**config.mk**
```make
export PLATFORM = sky130hd
export DESIGN_NAME = i2c_byte_tx
export DESIGN_NICKNAME = d
export VERILOG_FILES = /design/src/rtl/i2c_pkg.sv /design/src/rtl/i2c_byte_tx.sv
export SDC_FILE = /design/constraint.sdc
export NUM_CORES = 1
export LEC_CHECK = 0
export CORE_ASPECT_RATIO = 0.75
export CORE_MARGIN = 2
export CORE_UTILIZATION = 25
export CTS_BUF_LIST = sky130_fd_sc_hd__clkbuf_8
export CTS_CLUSTER_SIZE = 25
export DETAILED_ROUTE_END_ITERATION = 12
export GPL_TIMING_DRIVEN = 0
export PLACE_DENSITY = 0.53
export SYNTH_ARGS = -nofsm -noshare
export SYNTH_HDL_FRONTEND = slang
export SYNTH_SLANG_ARGS = --single-unit
export TNS_END_PERCENT = 10
```
**constraint.sdc**
```tcl
create_clock -name clk -period 1.52 [get_ports clk]
set_input_delay 0.152 -clock clk [delete_from_list [all_inputs] [get_ports clk]]
set_output_delay 0.152 -clock clk [all_outputs]
set_load 0.05 [all_outputs]
```
**src/rtl/i2c_pkg.sv**
```systemverilog
// Shared I2C types and constants for the byte transmitter.
package i2c_pkg;

  typedef enum logic [1:0] {
    IDLE   = 2'd0,
    SHIFT  = 2'd1,
    ACK    = 2'd2,
    FINISH = 2'd3
  } i2c_state_e;

  // Open-drain convention: 1 releases the line, 0 pulls it low.
  localparam logic SDA_RELEASE = 1'b1;

endpackage

```
**src/rtl/i2c_byte_tx.sv**
```systemverilog
// I2C byte transmitter: shifts a NUM_BITS word out MSB first on SCL falls,
// then releases SDA and samples the slave ACK on the following SCL rise.
//
// state  | meaning
// IDLE   | line released, waiting for load
// SHIFT  | driving shift register MSB, shift on each scl_fall
// ACK    | line released, sample sda_in on scl_rise
// FINISH | line released, scl_fall ends the transfer with a done pulse
module i2c_byte_tx
  import i2c_pkg::*;
#(
  parameter int NUM_BITS = 8
) (
  input  logic                clk,
  input  logic                rst,
  input  logic                load,
  input  logic [NUM_BITS-1:0] tx_data,
  input  logic                scl_rise,
  input  logic                scl_fall,
  input  logic                sda_in,
  input  logic                abort,
  output logic                sda_out,
  output logic                busy,
  output logic                done,
  output logic                nack
);

  localparam int CNT_W = (NUM_BITS > 1) ? $clog2(NUM_BITS) : 1;

  i2c_state_e          state_q, state_d;
  logic [NUM_BITS-1:0] shift_q, shift_d;
  logic [CNT_W-1:0]    cnt_q, cnt_d;
  logic                nack_q, nack_d;
  logic                done_q, done_d;

  always_ff @(posedge clk or posedge rst) begin
    if (rst) begin
      state_q <= IDLE;
      shift_q <= '0;
      cnt_q   <= '0;
      nack_q  <= 1'b0;
      done_q  <= 1'b0;
    end else begin
      state_q <= state_d;
      shift_q <= shift_d;
      cnt_q   <= cnt_d;
      nack_q  <= nack_d;
      done_q  <= done_d;
    end
  end

  always_comb begin
    state_d = state_q;
    shift_d = shift_q;
    cnt_d   = cnt_q;
    nack_d  = nack_q;
    done_d  = 1'b0;
    if (abort) begin
      state_d = IDLE;
    end else begin
      case (state_q)
        IDLE: begin
          if (load) begin
            shift_d = tx_data;
            cnt_d   = CNT_W'(NUM_BITS - 1);
            state_d = SHIFT;
          end
        end
        SHIFT: begin
          if (scl_fall) begin
            if (cnt_q != '0) begin
              shift_d = shift_q << 1;
              cnt_d   = cnt_q - 1'b1;
            end else begin
              state_d = ACK;
            end
          end
        end
        ACK: begin
          // A coincident fall masks the rise, so no sample is taken.
          if (scl_rise && !scl_fall) begin
            nack_d  = sda_in;
            state_d = FINISH;
          end
        end
        FINISH: begin
          if (scl_fall) begin
            done_d  = 1'b1;
            state_d = IDLE;
          end
        end
        default: state_d = IDLE;
      endcase
    end
  end

  assign sda_out = (state_q == SHIFT) ? shift_q[NUM_BITS-1] : SDA_RELEASE;
  assign busy    = (state_q != IDLE);
  assign done    = done_q;
  assign nack    = nack_q;

endmodule
```
==> results of run 1 <==
-- registers in the layout (all words and copies together) (netlist names) --
register  cells
cnt_q         3
done          1
nack          1
shift_q       8
state_q       2
-- cells by family after synthesis --
logic type / synth area share (%)
AOI/OAI and AO/OA: 18.08
and+or+nand+nor: 9.183
DFF: 43.04
buffers and inverters: 8.177
muxes: 12.91
adders and majority gates: 8.608
-- power breakdown --
group | leakage (uW) | switching, uW | internal, uW
clock network | 0.0000217 | 158 | 185
logic | 0.000380 | 711 | 715
registers | 0.000170 | 113 | 567
total | 0.000573 | 982 | 1470
-- path summary, 6_finish.rpt --
kind,slack [ns],to
worst min-delay path,0.25,shift_q[0]
max in group asynchronous,0.85,state_q[0]
worst max register to register,-0.02,state_q[0]
worst min register to register,0.49,nack
worst max-delay path,-0.02,state_q[0]
min in group clk,0.49,nack
-- per-stage QoR --
stage          total power (uW)  setup TNS, ns
2_1_floorplan              1471       -0.07318
3_3_place_gp               1717        -0.8927
3_5_place_dp               1745        -0.9962
4_1_cts                    2276        -0.1054
5_1_grt                    2631        -0.7150
6_report                   2448       -0.03346
-- cell usage after synthesis --
cell,n
inv_1,7
a21oi_1,8
a32o_1,1
o21ai_1,2
buf_4,2
ha_1,6
and3_1,1
nor2b_2,1
a31o_1,1
o2bb2ai_1,1
a31oi_1,9
buf_2,3
dfrtp_1,15
nor2_2,1
mux2_1,2
a221oi_2,1
inv_2,1
nor2_1,3
nand2_1,4
a41oi_1,1
buf_6,1
nand2b_1,4
nor3b_1,1
mux2i_1,9
-- area by class of cell --
| type | instances | share of cell area [%] |
|---|---|---|
| Inverter | 8 | 2.491 |
| Timing Repair Buffer | 28 | 19.19 |
| Clock inverter | 1 | 0.5535 |
| Multi-Input combinational cell | 56 | 38.38 |
| Clock buffer | 3 | 3.044 |
| Buffer | 6 | 4.889 |
| Sequential cell | 15 | 27.77 |
| Tap cell | 40 | 3.690 |
-- layer usage --
layer  up-vias  wire, um
li1        366         -
met1       328      1051
met2        14       863
met3         4        80
met4         0        22
met5         -         0
-- timing repair --
item | 4_1_cts | 5_1_grt
cloned | 1 | 0
setup buffers | 6 | 3
gates resized for setup | 25 | 17
endpoints found under the setup margin | 13 | 16
hold buffers | 0 | 0
pin swaps | 2 | 4
-- worst max-delay path, delay by kind of cell, from the launching register on --
family | cells | cell delay [ns]
flip-flops | 1 | 0.41
multiplexers | 1 | 0.35
adder cells (fa/ha/maj) | 1 | 0.18
AO/OA/AOI/OAI | 2 | 0.35
buffers and inverters | 1 | 0.13
==> impl_results.md, run 1 <==
- Total GRT Usage: 11.99%
- Area leader, netlist: dfrtp_1
- CTS root buffer: clkbuf_8
- CP max-delay cell: dfrtp_1
- Crit path max fanout: 3
- WS Path Type: reg -> reg
- Grt ovf: 0
- Residual DRC count: 0
- PnR worst setup slack: -0.02025 ns
- Pleak: 0.0005725 uW
- GR Layer Usage met3: 4.529%
- DRT Wirelength: 2018 um
- Antenna violations before repair: 0
- IO Port Bufs: 18
- Via/cell ratio: 4.535
- Fraction of layout cells with a size suffix above 1: 37.61%
- Hold Crit Class: in -> async
- Max-Cap Viols: 0
- Worst Max-Slew Pin Slew: 0.5839 ns
- Fin crit share: 101.3%
- Post-synthesis sequential area ratio: 43.04%
- Yosys reg bits: 15
- Placed insts: 143
- Result of the run: complete, but fails checks
- Failing checks: setup timing
- Multi-input logic area: 520.5 sq um
- Clk sink count: 15
- Clock Tree Buf Depth: 2
- Vias: 712
- CP Launch Type: flop
- First-pass GRT wire length: 3463 um
- # setup viols final: 2
- Effective utilization at floorplan: 26.34%
- GR Util met2: 16.82%
- RePlAce Congestion: 0.7151
- Register area: 376.6 sq um
- Place WS: -0.5351 ns
- Die Footprint: 3982 sq um
- Crit-path max cell delay: 0.41 ns
- Worst rel slew slack: 61.03%
- WHS: 0.2504 ns
- Worst Setup End Kind: flop
- Clock Latency Late Sink: 0.25 ns
- Cell row count: 18
- Chip width: 72.20 um
- Yosys cell types: 24
- Most frequent cells in the layout: dfrtp_1 (14), clkdlybuf4s50_1 (14), a31oi_1 (9)
- PwrDens: 1805 nW/um^2
- DP Area: 1125 sq um
- Reg2reg path depth: 5
- CP cell instances: buf_6 -> ha_2 -> o2bb2ai_2 -> a221oi_2 -> mux2_1
- Fin cells: 157
- Arr. time, crit path: 1.68 ns
- Pins over their slew limit: 0
- Fmax: 649.2 MHz
- # IOs: 19
- Final layout net count: 139
- Filler instances: 321
- Vias in the first global route: 700
- Largest net degree at the start of global routing: 16
- CTS tree: built
- Post-DP HPWL: 1375 um
- Number of DRC markers in iteration 0: 20
- Synth warnings: 0
- Detail Route Antenna Nets: 0
- Synthesized Nets: 106
- CORE AREA: 3311 sq um
- RSZ-0062 raised after global routing: yes
- Die Y: 55.15 um
- # diodes: 0
- Syn avg cell area: 10.26 sq um
- Cell count after synthesis: 85
- Detailed Routing Iterations Pass 1: 4
- Final Core Density: 40.97%
- Design Area, Final: 1356 sq um
- WL/cell: 12.85 um
- Syn-to-layout area delta: 55.52%
- Most used routing layer: met1
- Critical path data required time: 1.66 ns
- Num CTS Buffers: 3
- Met1 Usage GRT: 16.89%
- Final hold vios: 0
- Worst reg2reg startpoint: state_q[1]
- Fin crit period: 1.540 ns
- Synth top area share: 43.04%
- CP Launch Point: state_q[1]
- VDD IR max: 0.0005806 V
- CTS clk-pin slew, worst paths: 0.07 ns
- Synth top area cells: dfrtp_1 (43%), mux2i_1 (10%), ha_1 (8.6%), a31oi_1 (6.5%), a21oi_1 (4.6%)
- Setup Skew: 0.004692 ns
- Netlist Area Pre-Place: 872.1 sq um
- Max H-tree Level: 1
(Power assumes the default switching activity.)
==> run 2, diff against run 1 <==
--- a/config.mk
+++ b/config.mk
@@ -6,7 +6,7 @@
 export NUM_CORES = 1
 export LEC_CHECK = 0
 export CORE_ASPECT_RATIO = 0.75
-export CORE_MARGIN = 2
+export CORE_MARGIN = 3
 export CORE_UTILIZATION = 25
 export CTS_BUF_LIST = sky130_fd_sc_hd__clkbuf_8
 export CTS_CLUSTER_SIZE = 25
==> impl_results.md, run 2 (synthesis gave the netlist of run 1 again) <==
- Result of the run: complete, but fails checks
- Failing checks: setup timing
- Post-CTS Hold Fix Bufs: 0 (unchanged)
- Internal power: 1402 uW (-4.4%)
- Largest net degree at the start of global routing: 16 (unchanged)
- Detailed Routing Iterations Pass 1: 4 (unchanged)
- VDD IR max: 0.0007474 V (+29%)
- Via/cell ratio: 4.757 (+4.9%)
- CTS root buffer: clkbuf_8
- Syn-to-layout area delta: 47.20%
- Worst Max-Slew Pin Slew: 0.5936 ns (+0.009626 ns)
- WL/cell: 12.90 um (+0.37%)
- Clock Latency Late Sink: 0.25 ns (about the same)
- Grt ovf: 0 (unchanged)
- Clock Tree Buf Depth: 2 (unchanged)
- Clk sink count: 15 (unchanged)
- Vias: 723 (+1.5%)
- Effective utilization at floorplan: 27.89% (+1.5 points)
- # IOs: 19 (unchanged)
- Fin crit share: 104.2% (+2.8 points)
- Worst reg2reg startpoint: state_q[0]
- Worst Setup End Kind: flop
- Reg2Reg Capture Point: shift_q[0]
- Critical path data required time: 1.66 ns (about the same)
- RSZ-0062 raised after global routing: yes
- PwrDens: 1809 nW/um^2 (+0.21%)
- Comb pwr share: 56.8% (-1.4 points)
- Switching share of total power: 39.62% (-0.47 points)
- Total GRT Usage: 10.39% (-1.6 points)
- R2R Setup Slk: -0.06 ns (-0.04 ns)
- Net Sw Power: 920.2 uW (-6.3%)
- Chip width: 74.20 um (+2.8%)
- DRT Wirelength: 1961 um (-2.8%)
- IO Port Bufs: 18 (unchanged)
- Power share of the clock group: 14.5% (+0.5 points)
- # diodes: 0 (unchanged)
- Crit path max fanout: 5 (+2)
- Most frequent cells in the layout: dfrtp_1 (14), clkdlybuf4s50_1 (14), a31oi_1 (9)
- Reg with most FFs: shift_q
- Final layout net count: 136 (-2.2%)
- CTS tree: built
- Reg2reg path depth: 6 (+1)
- Detail Route Antenna Nets: 0 (unchanged)
- Die Footprint: 4241 sq um (+6.5%)
- Number of DRC markers in iteration 0: 24 (+20%)
- Max-Cap Viols: 0 (unchanged)
- Arr. time, crit path: 1.73 ns (+0.05 ns)
- Tot Pwr: 2322 uW (-5.1%)
- Worst rel slew slack: 60.39% (-0.64 points)
- Num CTS Buffers: 3 (unchanged)
- PnR worst setup slack: -0.06323 ns (-0.04298 ns)
- RePlAce Congestion: 0.7510 (+5.0%)
- Fraction of layout cells with a size suffix above 1: 29.82% (-7.8 points)
- Setup Skew: 0.001156 ns (-0.003536 ns)
- Hold Crit Class: in -> async
- Vias in the first global route: 711 (+1.6%)
- Die Y: 57.15 um (+3.6%)
- Residual DRC count: 0 (unchanged)
- WS Path Type: reg -> reg
- DP Area: 1122 sq um (-0.22%)
- Pins over their slew limit: 0 (unchanged)
- Design Area, Final: 1284 sq um (-5.4%)
- Max H-tree Level: 1 (unchanged)
- Number of flip-flops in the largest register: 8 (unchanged)
- Pleak: 0.0005454 uW (-4.7%)
- First-pass GRT wire length: 3305 um (-4.6%)
- Fin crit period: 1.583 ns (+0.04298 ns)
- Post-DP HPWL: 1370 um (-0.32%)
- Cell row count: 17 (-1)
- Antenna violations before repair: 0 (unchanged)
- Reg power frac: 28.7% (+0.9 points)
- CTS clk-pin slew, worst paths: 0.07 ns (about the same)
- CP Launch Type: flop
- Fmax: 631.6 MHz (-2.7%)
- # setup viols final: 5 (+3)
- Final hold vios: 0 (unchanged)
- Largest regs: shift_q x8, cnt_q x3, state_q x2
- CORE AREA: 3127 sq um (-5.6%)
## run 2: cell count changes in the layout (fill, tap and decap cells not counted), moves of 2 or more
cell / change
buf_4: -2
a21oi_2: -3
a21oi_1: +3
ha_1: +2
## run 2: final cells by class
type	count	area [sq um]
fill	307	1843
tap	38	47.55
inverter	8	33.78
buffer	6	57.56
sequential	15	376.6
multi-input combinational	56	488.0
timing repair buffer	25	234.0
clock inverter	1	5.005
clock buffer	3	41.29
## run 2: through the flow
step / hold slack [ns] / util, % / setup slack (ns) / TNS (ns) / cells
after global placement: 0.4383 / 35.89 / -0.5268 / -0.9413 / 141
after detailed placement: 0.4410 / 35.89 / -0.5423 / -1.020 / 141
after global routing: 0.3354 / 41.06 / -0.1284 / -1.196 / 152
after floorplan: 0.05348 / - / -0.07318 / -0.07318 / 85
final: 0.2625 / 41.06 / -0.06323 / -0.1479 / 152
after CTS: 0.2911 / 38.22 / -0.08931 / -0.2263 / 147
## run 2: worst max-delay path by stage
stage,slack [ns],to,cells after the start,start
after floorplan,-0.07,state_q[0],6,state_q[0]
after global placement,-0.53,sda_out,6,state_q[1]
after detailed placement,-0.54,sda_out,6,state_q[1]
after CTS,-0.09,sda_out,5,state_q[0]
after global routing,-0.13,shift_q[0],6,state_q[0]
final,-0.06,shift_q[0],6,state_q[0]
## run 2: metal layers
metal / wire, um / global-route usage [%] / share of wire, %
met3: 92 / 4.225 / 4.7
met5: 0 / 0 / 0
met4: 21 / 3.101 / 1.1
met1: 1044 / 14.92 / 53
met2: 802 / 14.14 / 41
## run 2: repair_timing
action | in CTS | in global routing
pin swaps | 1 | 3
gates cloned | 0 | 1
setup buffers | 2 | 4
resized for setup | 16 | 13
endpoints found under the setup margin | 14 | 16
## run 2: critical path, cell delays in order, from the launching register on
cell and delay, ns:
dfrtp_2 0.44, inv_2 0.10, ha_4 0.16, mux2i_2 0.27, nor2_4 0.08, buf_2 0.16, a32o_1 0.25
## run 2: power by group through the flow
stage | Sequential, uW | Combinational [uW] | Clock, uW
2_1_floorplan | 692 | 778 | 0
3_3_place_gp | 665 | 1050 | 0
3_5_place_dp | 671 | 1070 | 0
4_1_cts | 661 | 1130 | 351
5_1_grt | 688 | 1440 | 367
6_report | 666 | 1320 | 337
==> run 3, diff against run 2 <==
--- a/config.mk
+++ b/config.mk
@@ -5,6 +5,7 @@
 export SDC_FILE = /design/constraint.sdc
 export NUM_CORES = 1
 export LEC_CHECK = 0
+export ABC_CLOCK_PERIOD_IN_PS = 1520
 export CORE_ASPECT_RATIO = 0.75
 export CORE_MARGIN = 3
 export CORE_UTILIZATION = 25
==> results of run 3 <==
Final layout, timing and power as in run 2 (identical DEF).
